$ cat src/rtl/multi_cycle_control_unit.sv
// rtl/multi_cycle_control_unit.sv - multi-cycle RV32 control FSM (IF/ID/EX/MEM/WB/HALT)
//
// Purpose: sequences one instruction through fetch, decode, execute, memory
// and write-back, driving datapath enables and mux selects combinationally
// from the current state and the instruction opcode.
//
// Ports:
//   clk          in   1  rising-edge clock
//   reset_n      in   1  asynchronous active-low reset
//   part_of_inst in   7  opcode field, stable from ID onward
//   alu_bcond    in   1  branch condition, valid in EX
//   mem_ready    in   1  memory completes the current access this cycle
//   halt_req     in   1  ecall halt condition (x17 == 10)
//   pc_write, i_or_d, mem_read, mem_write, ir_write,
//   mem_to_reg, reg_write, pc_to_reg       out 1  datapath enables/selects
//   alu_src_a    out  1  0=PC, 1=rs1
//   alu_src_b    out  2  00=rs2, 01=4, 10=imm
//   alu_op       out  2  00=add, 01=branch compare, 10=funct-decoded
//   pc_source    out  2  00=PC+4, 01=ALUOut, 10=live ALU result
//   halted       out  1  processor stopped on ecall
//   state        out  3  current state, for debug
module multi_cycle_control_unit (
  input  logic       clk,
  input  logic       reset_n,
  input  logic [6:0] part_of_inst,
  input  logic       alu_bcond,
  input  logic       mem_ready,
  input  logic       halt_req,
  output logic       pc_write,
  output logic       i_or_d,
  output logic       mem_read,
  output logic       mem_write,
  output logic       ir_write,
  output logic       mem_to_reg,
  output logic       reg_write,
  output logic       pc_to_reg,
  output logic       alu_src_a,
  output logic [1:0] alu_src_b,
  output logic [1:0] alu_op,
  output logic [1:0] pc_source,
  output logic       halted,
  output logic [2:0] state
);

  localparam logic [6:0] OP_ARITH     = 7'b0110011;
  localparam logic [6:0] OP_ARITH_IMM = 7'b0010011;
  localparam logic [6:0] OP_LOAD      = 7'b0000011;
  localparam logic [6:0] OP_STORE     = 7'b0100011;
  localparam logic [6:0] OP_BRANCH    = 7'b1100011;
  localparam logic [6:0] OP_JAL       = 7'b1101111;
  localparam logic [6:0] OP_JALR      = 7'b1100111;
  localparam logic [6:0] OP_ECALL     = 7'b1110011;

  typedef enum logic [2:0] {
    S_IF   = 3'd0,
    S_ID   = 3'd1,
    S_EX   = 3'd2,
    S_MEM  = 3'd3,
    S_WB   = 3'd4,
    S_HALT = 3'd5
  } state_t;

  state_t state_q, state_d;

  always_ff @(posedge clk or negedge reset_n) begin
    if (!reset_n) state_q <= S_IF;
    else          state_q <= state_d;
  end

  assign state = state_q;

  always_comb begin
    state_d    = state_q;
    pc_write   = 1'b0;
    i_or_d     = 1'b0;
    mem_read   = 1'b0;
    mem_write  = 1'b0;
    ir_write   = 1'b0;
    mem_to_reg = 1'b0;
    reg_write  = 1'b0;
    pc_to_reg  = 1'b0;
    alu_src_a  = 1'b0;
    alu_src_b  = 2'b00;
    alu_op     = 2'b00;
    pc_source  = 2'b00;
    halted     = 1'b0;

    case (state_q)
      S_IF: begin
        mem_read = 1'b1;
        ir_write = mem_ready;
        if (mem_ready) state_d = S_ID;
      end

      S_ID: begin
        // Precompute PC+imm into ALUOut for branch/jal targets.
        alu_src_b = 2'b10;
        if (part_of_inst == OP_ECALL) begin
          if (halt_req) begin
            state_d = S_HALT;
          end else begin
            pc_write = 1'b1;
            state_d  = S_IF;
          end
        end else begin
          state_d = S_EX;
        end
      end

      S_EX: begin
        case (part_of_inst)
          OP_ARITH: begin
            alu_src_a = 1'b1;
            alu_op    = 2'b10;
            state_d   = S_WB;
          end
          OP_ARITH_IMM: begin
            alu_src_a = 1'b1;
            alu_src_b = 2'b10;
            alu_op    = 2'b10;
            state_d   = S_WB;
          end
          OP_LOAD, OP_STORE: begin
            alu_src_a = 1'b1;
            alu_src_b = 2'b10;
            state_d   = S_MEM;
          end
          OP_BRANCH: begin
            alu_src_a = 1'b1;
            alu_op    = 2'b01;
            pc_write  = 1'b1;
            pc_source = alu_bcond ? 2'b01 : 2'b00;
            state_d   = S_IF;
          end
          OP_JAL: begin
            // Target was computed into ALUOut during ID.
            reg_write = 1'b1;
            pc_to_reg = 1'b1;
            pc_write  = 1'b1;
            pc_source = 2'b01;
            state_d   = S_IF;
          end
          OP_JALR: begin
            // rs1+imm is taken straight from the ALU this cycle.
            alu_src_a = 1'b1;
            alu_src_b = 2'b10;
            reg_write = 1'b1;
            pc_to_reg = 1'b1;
            pc_write  = 1'b1;
            pc_source = 2'b10;
            state_d   = S_IF;
          end
          default: begin
            pc_write = 1'b1;
            state_d  = S_IF;
          end
        endcase
      end

      S_MEM: begin
        i_or_d    = 1'b1;
        mem_read  = (part_of_inst == OP_LOAD);
        mem_write = (part_of_inst == OP_STORE);
        if (mem_ready) begin
          if (part_of_inst == OP_LOAD) begin
            state_d = S_WB;
          end else begin
            pc_write = 1'b1;
            state_d  = S_IF;
          end
        end
      end

      S_WB: begin
        reg_write  = 1'b1;
        mem_to_reg = (part_of_inst == OP_LOAD);
        pc_write   = 1'b1;
        state_d    = S_IF;
      end

      S_HALT: begin
        halted = 1'b1;
      end

      default: begin
        state_d = S_IF;
      end
    endcase

    // Outputs are combinational, so reset must mask them directly.
    if (!reset_n) begin
      pc_write   = 1'b0;
      i_or_d     = 1'b0;
      mem_read   = 1'b0;
      mem_write  = 1'b0;
      ir_write   = 1'b0;
      mem_to_reg = 1'b0;
      reg_write  = 1'b0;
      pc_to_reg  = 1'b0;
      alu_src_a  = 1'b0;
      alu_src_b  = 2'b00;
      alu_op     = 2'b00;
      pc_source  = 2'b00;
      halted     = 1'b0;
    end
  end

endmodule

$ cat config.mk
export PLATFORM = sky130hd
export DESIGN_NAME = multi_cycle_control_unit
export DESIGN_NICKNAME = d
export VERILOG_FILES = /design/src/rtl/multi_cycle_control_unit.sv
export SDC_FILE = /design/constraint.sdc
export NUM_CORES = 1
export LEC_CHECK = 0
export ABC_AREA = 1
export CORE_MARGIN = 4
export CORE_UTILIZATION = 36
export CTS_CLUSTER_SIZE = 24
export DETAILED_ROUTE_END_ITERATION = 6
export GPL_TIMING_DRIVEN = 0
export HOLD_SLACK_MARGIN = 0.06
export PLACE_DENSITY = 0.88
export SLEW_MARGIN = 20
export SYNTH_ARGS = -nofsm -noshare
export SYNTH_HDL_FRONTEND = slang
export SYNTH_SLANG_ARGS = --single-unit
export TNS_END_PERCENT = 10
$ cat constraint.sdc
create_clock -name clk -period 1.37 [get_ports clk]
set_input_delay 0.137 -clock clk [delete_from_list [all_inputs] [get_ports clk]]
set_output_delay 0.137 -clock clk [all_outputs]
set_load 0.05 [all_outputs]
==> results of run 1 <==
-- per-layer routing --
metal	wire length [µm]	part of all wire [%]	vias to the layer above	GRT usage [%]
met5	0	0	-	0
met4	66	2.4	0	10.80
met3	188	6.7	12	4.348
met2	1459	52	64	43.68
met1	1074	38	417	27.36
li1	-	-	384	-
-- final cells by class --
cell class	instances	area (µm²)
Tap cell	15	18.77
Clock buffer	4	26.28
Fill cell	81	210.2
Buffer	1	7.507
Inverter	20	91.34
Timing Repair Buffer	39	384.1
Multi-Input combinational cell	72	516.7
Sequential cell	3	78.83
-- kinds of logic (layout without fill, tap and decap cells) --
group           after synthesis  in the layout
other cells                   1              1
buf+inv                      21             64
flops                         3              3
simple gates                 66             66
compound gates                5              5
-- worst min path at each step --
stage,start,endpoint,slack [ns],cells after the start
after detailed placement,reset_n,state[2],0.40,1
after global routing,part_of_inst[5],state[1],0.49,4
final,part_of_inst[5],state[1],0.46,4
after floorplan,reset_n,state[0],-0.16,0
after CTS,reset_n,state[2],0.50,2
after global placement,reset_n,state[1],0.40,1
-- critical path, delay by kind of cell --
| family | cells | cell delay [ns] |
|---|---|---|
| buffers and inverters | 2 | 0.60 |
| and+or+nand+nor | 6 | 0.84 |
-- Yosys cell counts, types with 2 or more instances --
master	instances	area, µm²
nand2_1	22	82.58
nor2_1	15	56.30
nand3_1	13	65.06
inv_1	12	45.04
inv_2	7	26.28
dfrtp_1	3	75.07
nor2_2	3	18.77
nor3_1	3	15.01
a21oi_1	2	10.01
nand2_2	2	12.51
nand3_2	2	20.02
o211ai_1	2	15.01
-- report_power, final --
| group | internal (mW) | switching [mW] | leakage, nW |
|---|---|---|---|
| Combinational | 0.343 | 0.634 | 0.484 |
| Sequential | 0.124 | 0.0683 | 0.0348 |
| Clock | 0.110 | 0.0573 | 0.0150 |
-- timing repair --
action / in CTS / in global routing
buffers inserted: 6 / 3
setup endpoints to repair: 18 / 20
pin swaps: 2 / 4
endpoints found under the hold margin: 3 / 0
hold buffers: 1 / 0
resized for setup: 120 / 15
-- stage by stage --
step           hold WS, ns  std cells
6_report            0.4606        154
5_1_grt             0.4880        154
4_1_cts             0.4955        151
3_5_place_dp        0.4002        140
3_3_place_gp        0.3955        140
2_1_floorplan      -0.1586         96
==> key figures, run 1 <==
Layout
  • Most common cell after layout, fill and taps aside: nand2_1
  • Area grow syn2layout: 117.4%
  • Final instance area: 0.001124 mm²
  • Max FFs per register: 3
  • Antenna Cells: 0
  • Most frequent cells in the layout: 15 x nand2_1, 14 x buf_4, 10 x inv_1, 10 x nand3_1, 9 x nor2_2
  • Final nets: 152
  • Final Util: 84.24%
  • Layout cell share with drive strength beyond 1: 54.68%

Synthesis
  • Mapped Area: 516.7 µm²
  • Sequential share of the synthesized area: 14.53%
  • Synth Area per Inst: 5.383 µm²
  • Post-synthesis simple-gate area fraction: 62.71%
  • Area share of xor/xnor cells in the synthesized design: 0%
  • Largest family of logic cells by synthesized area: simple AND/OR/NAND/NOR gates
  • Mux share of post-synthesis cell area: 0%
  • Yosys warnings: 0
  • Library cells used by synthesis: 22
  • Number of synthesized register bits: 3
  • Post-synth EDFFs: 0
  • Ys flop type: dfrtp_1
  • Syn nets: 108
  • Post-Syn Instances: 96
  • Adder-cell share of the synthesized area: 0%
  • Compound-gate portion of the synthesized area: 5.811%
  • Post-synth ARST share: 100.0%

Global route
  • Initial antenna violation count: 0
  • Largest net degree at the start of global routing: 8
  • Total track usage: 24.36%
  • Number of global-route vias before repair: 783
  • First-pass GRT wire length: 3.615 mm
  • Overflow after GRT: 0

Clock tree
  • Clk_lat worst skew: 0.24 ns
  • CTS max path bufs: 2
  • CTS sink cnt: 3
  • CTS tree: built
  • H-tree Lvls: 1
  • Cts bufs inserted: 3
  • Clk slew on worst S/H paths: 0.04 ns
  • CTS Root Cell: clkbuf_4

Setup path
  • Slowest cell on crit path: clkdlybuf4s50_1
  • FF-to-FF End: state[0]
  • Reg2Reg Depth: 8
  • CP max FO: 3
  • Max incr delay on CP: 0.45 ns
  • Kind of start point of the critical path: input port
  • WP data arrival: 1.59 ns
  • Category of the most critical setup path: in2out
  • Critical Path End: alu_src_b[1]
  • Crit-path cells: clkdlybuf4s50_1 -> nand2_1 -> nor2_2 -> nand3_2 -> nor2_4 -> nor2_1 -> nand2_2 -> buf_8
  • Worst setup EP type: output port
  • R2r setup slk: 0.03 ns
  • CP required: 1.23 ns
  • Worst Setup SP: part_of_inst[1]
  • Worst r2r src: state[2]

Power
  • Leak: 0.5340 nW
  • Pwr Total: 1.336 mW
  • PwrDens: 1189 mW/mm²
  • Peak VDD IR: 0.8702 mV

STA
  • Fin Clk Skew: 0.005126 ns
  • Final count of pins violating max slew: 0
  • Final worst-path setup slack: -0.3582 ns
  • RSZ-0062 raised after global routing: yes
  • Final TNS setup: -3.542 ns
  • Setup violations, final: 15
  • Endpoints failing hold: 0
  • Fmax: 578.6 MHz
  • Minimum clock period: 1.728 ns
  • Post-route clock period utilization: 126.1%

Floorplan
  • Starting density of the core: 38.74%
  • Row count: 13
  • Area of the die: 0.002105 mm²
  • Core box area: 0.001334 mm²
  • Die Span X: 45.89 µm
  • Io pins: 31
  • Chip height: 45.89 µm

Place
  • Placed Area: 930.9 µm²
  • Final GP Congestion: 0.8111
  • Port Buf Inserts: 29
  • Dpl hpwl: 1.366 mm
  • Pre-CTS setup slack: -1.010 ns

Drt
  • Vias per inst: 5.695
  • WL/cell: 18.12 µm
  • Drt pass-1 iters: 4
  • DRC Markers: 0
  • ANT nets after route: 0
  • WL final: 2.790 mm
  • Routed vias: 877
  • Iter 0 DRT Violations: 39

Run status
  • Status: complete, but fails checks
  • Failing checks: setup timing

Job
  • Max-cap viol count: 0

Worst hold path
  • Worst hold path type: in2reg
Note: power is estimated with default switching activity, not from simulation.
==> inputs of run 2 (changes only) <==
--- a/config.mk
+++ b/config.mk
@@ -6,7 +6,6 @@
 export NUM_CORES = 1
 export LEC_CHECK = 0
 export ABC_AREA = 1
-export CORE_MARGIN = 4
 export CORE_UTILIZATION = 36
 export CTS_CLUSTER_SIZE = 24
 export DETAILED_ROUTE_END_ITERATION = 6
==> run 2 against run 1 <==
Net effect: the run still ends with setup timing left; sequential power rose by 10%; via count fell by 1.5%; cell area increased by 1.2%; non-clock buffer count shrank 1; largest power group unchanged.
==> key figures, run 2 (synthesized netlist as in run 1, its figures left out) <==
Setup path
  • Crit-path cells: nand3b_1 -> nor2_1 -> nand3_1 -> nand2_1 -> buf_6
  • CP max FO: 6 (+3)
  • Category of the most critical setup path: reg2out
  • WP data arrival: 1.47 ns (-0.12 ns)
  • Kind of start point of the critical path: register
  • CP required: 1.23 ns (about the same)
  • Max incr delay on CP: 0.48 ns (+0.03 ns)
  • Slowest cell on crit path: dfrtp_2
  • Worst setup EP type: output port

Power
  • PwrDens: 1136 mW/mm² (-4.5%)
  • Pwr Total: 1.292 mW (-3.3%)
  • Peak VDD IR: 1.146 mV (+32%)
  • Leak: 0.5550 nW (+3.9%)

Floorplan
  • Io pins: 31 (unchanged)
  • Starting density of the core: 39.22% (+0.48 points)
  • Chip height: 39.89 µm (-13%)
  • Core box area: 0.001318 mm² (-1.2%)
  • Row count: 13 (unchanged)
  • Die Span X: 39.89 µm (-13%)
  • Area of the die: 0.001591 mm² (-24%)

Layout
  • Final Util: 86.32% (+2.1 points)
  • Area of the multi-input gates: 544.3 µm² (+5.3%)
  • Final instance area: 0.001137 mm² (+1.2%)
  • Max FFs per register: 3 (unchanged)
  • Fill count: 83 (+2.5%)
  • Register Area: 78.83 µm² (unchanged)
  • Area grow syn2layout: 120.1%
  • Most frequent cells in the layout: 14 x nand2_1, 13 x buf_4, 9 x nand3_1, 9 x buf_6
  • Final nets: 151 (-0.66%)
  • Most common cell after layout, fill and taps aside: nand2_1
  • Finished Layout Cells: 153 (-0.65%)
  • Layout cell share with drive strength beyond 1: 57.97% (+3.3 points)
  • Antenna Cells: 0 (unchanged)

Global route
  • Total track usage: 26.49% (+2.1 points)
  • Initial antenna violation count: 0 (unchanged)
  • Number of global-route vias before repair: 661 (-16%)
  • Largest net degree at the start of global routing: 7 (-1)
  • First-pass GRT wire length: 2.760 mm (-24%)
  • Overflow after GRT: 0 (unchanged)

STA
  • Final worst-path setup slack: -0.2410 ns (+0.1173 ns)
  • Endpoints failing hold: 0 (unchanged)
  • Post-route clock period utilization: 117.6% (-8.6 points)
  • Final count of pins violating max slew: 0 (unchanged)
  • Minimum clock period: 1.611 ns (-0.1173 ns)
  • Setup violations, final: 16 (+1)
  • RSZ-0062 raised after global routing: yes
  • Fmax: 620.7 MHz (+7.3%)
  • Fin Clk Skew: 0.007302 ns (+0.002176 ns)

Place
  • Placed Area: 930.9 µm² (unchanged)
  • Port Buf Inserts: 29 (unchanged)
  • Final GP Congestion: 0.9019 (+11%)
  • Placed instance count: 140 (unchanged)
  • Dpl hpwl: 1.286 mm (-5.9%)

Clock tree
  • Cts bufs inserted: 3 (unchanged)
  • Clk_lat worst skew: 0.23 ns (about the same)
  • Clk slew on worst S/H paths: 0.04 ns (about the same)
  • CTS max path bufs: 2 (unchanged)
  • CTS sink cnt: 3 (unchanged)
  • H-tree Lvls: 1 (unchanged)
  • CTS tree: built
  • CTS Root Cell: clkbuf_4

Drt
  • DRC Markers: 0 (unchanged)
  • Routed vias: 864 (-1.5%)
  • Vias per inst: 5.647 (-0.84%)
  • WL/cell: 15.44 µm (-15%)
  • Drt pass-1 iters: 4 (unchanged)
  • Iter 0 DRT Violations: 32 (-18%)
  • WL final: 2.362 mm (-15%)
  • ANT nets after route: 0 (unchanged)

Run status
  • Failing checks: setup timing
  • Status: complete, but fails checks

Job
  • Max-cap viol count: 0 (unchanged)

Worst hold path
  • Worst hold path type: in2reg
## run 2: area by class of cell
| type | count | area share (%) |
|---|---|---|
| Multi-Input combinational cell | 72 | 47.85 |
| Timing Repair Buffer | 38 | 32.56 |
| Inverter | 20 | 8.031 |
| Sequential cell | 3 | 6.931 |
| Clock buffer | 4 | 2.310 |
| Tap cell | 15 | 1.650 |
| Buffer | 1 | 0.6601 |
## run 2: worst max-delay path: cells and delay by family, from the launching register on
| family | cells | cell delay, ns |
|---|---|---|
| and+or+nand+nor | 4 | 0.60 |
| DFF | 1 | 0.48 |
| buffers and inverters | 1 | 0.15 |
## run 2: repair_timing
| action | 4_1_cts | 5_1_grt |
|---|---|---|
| gates resized for setup | 122 | 25 |
| pin swaps | 2 | 4 |
| hold buffers | 1 | 0 |
| setup endpoints to repair | 18 | 16 |
| gates cloned | 0 | 0 |
| endpoints found under the hold margin | 3 | 0 |
| setup buffers | 5 | 3 |
## run 2: layer usage
layer  share of wire, %  track usage (%)  vias up  wire length [µm]
li1                   -                -      389                 -
met1                 36            31.65      393               854
met2                 51            43.95       68              1198
met3                8.5            4.545       14               201
met4                4.6            13.79        0               108
met5                  0                0        -                 0
## run 2: stage by stage
stage               setup TNS [ns]  setup WS [ns]  hold WS (ns)
global placement            -12.95        -0.9725        0.3923
global route                -3.252        -0.2869        0.5132
floorplan                   -2.471        -0.3011       -0.1586
CTS                         -2.815        -0.2932        0.4751
finish                      -2.431        -0.2410        0.4466
detailed placement          -13.33         -1.015        0.3961
## run 2: final timing paths
| path | cells after the start | from | slack, ns | endpoint |
|---|---|---|---|---|
| max in group asynchronous | 2 | reset_n | 0.70 | state[2] |
| min | 6 | part_of_inst[6] | 0.45 | state[2] |
| min in group asynchronous | 2 | reset_n | 0.50 | state[1] |
| max reg2reg | 8 | state[1] | -0.02 | state[0] |
| min reg2reg | 3 | state[1] | 0.75 | state[0] |
| max | 5 | state[1] | -0.24 | pc_write |
## run 2: power by group
group | total (mW) | internal (mW) | switching (mW)
combinational | 0.925 | 0.311 | 0.613
clock | 0.156 | 0.109 | 0.0466
sequential | 0.212 | 0.124 | 0.0879
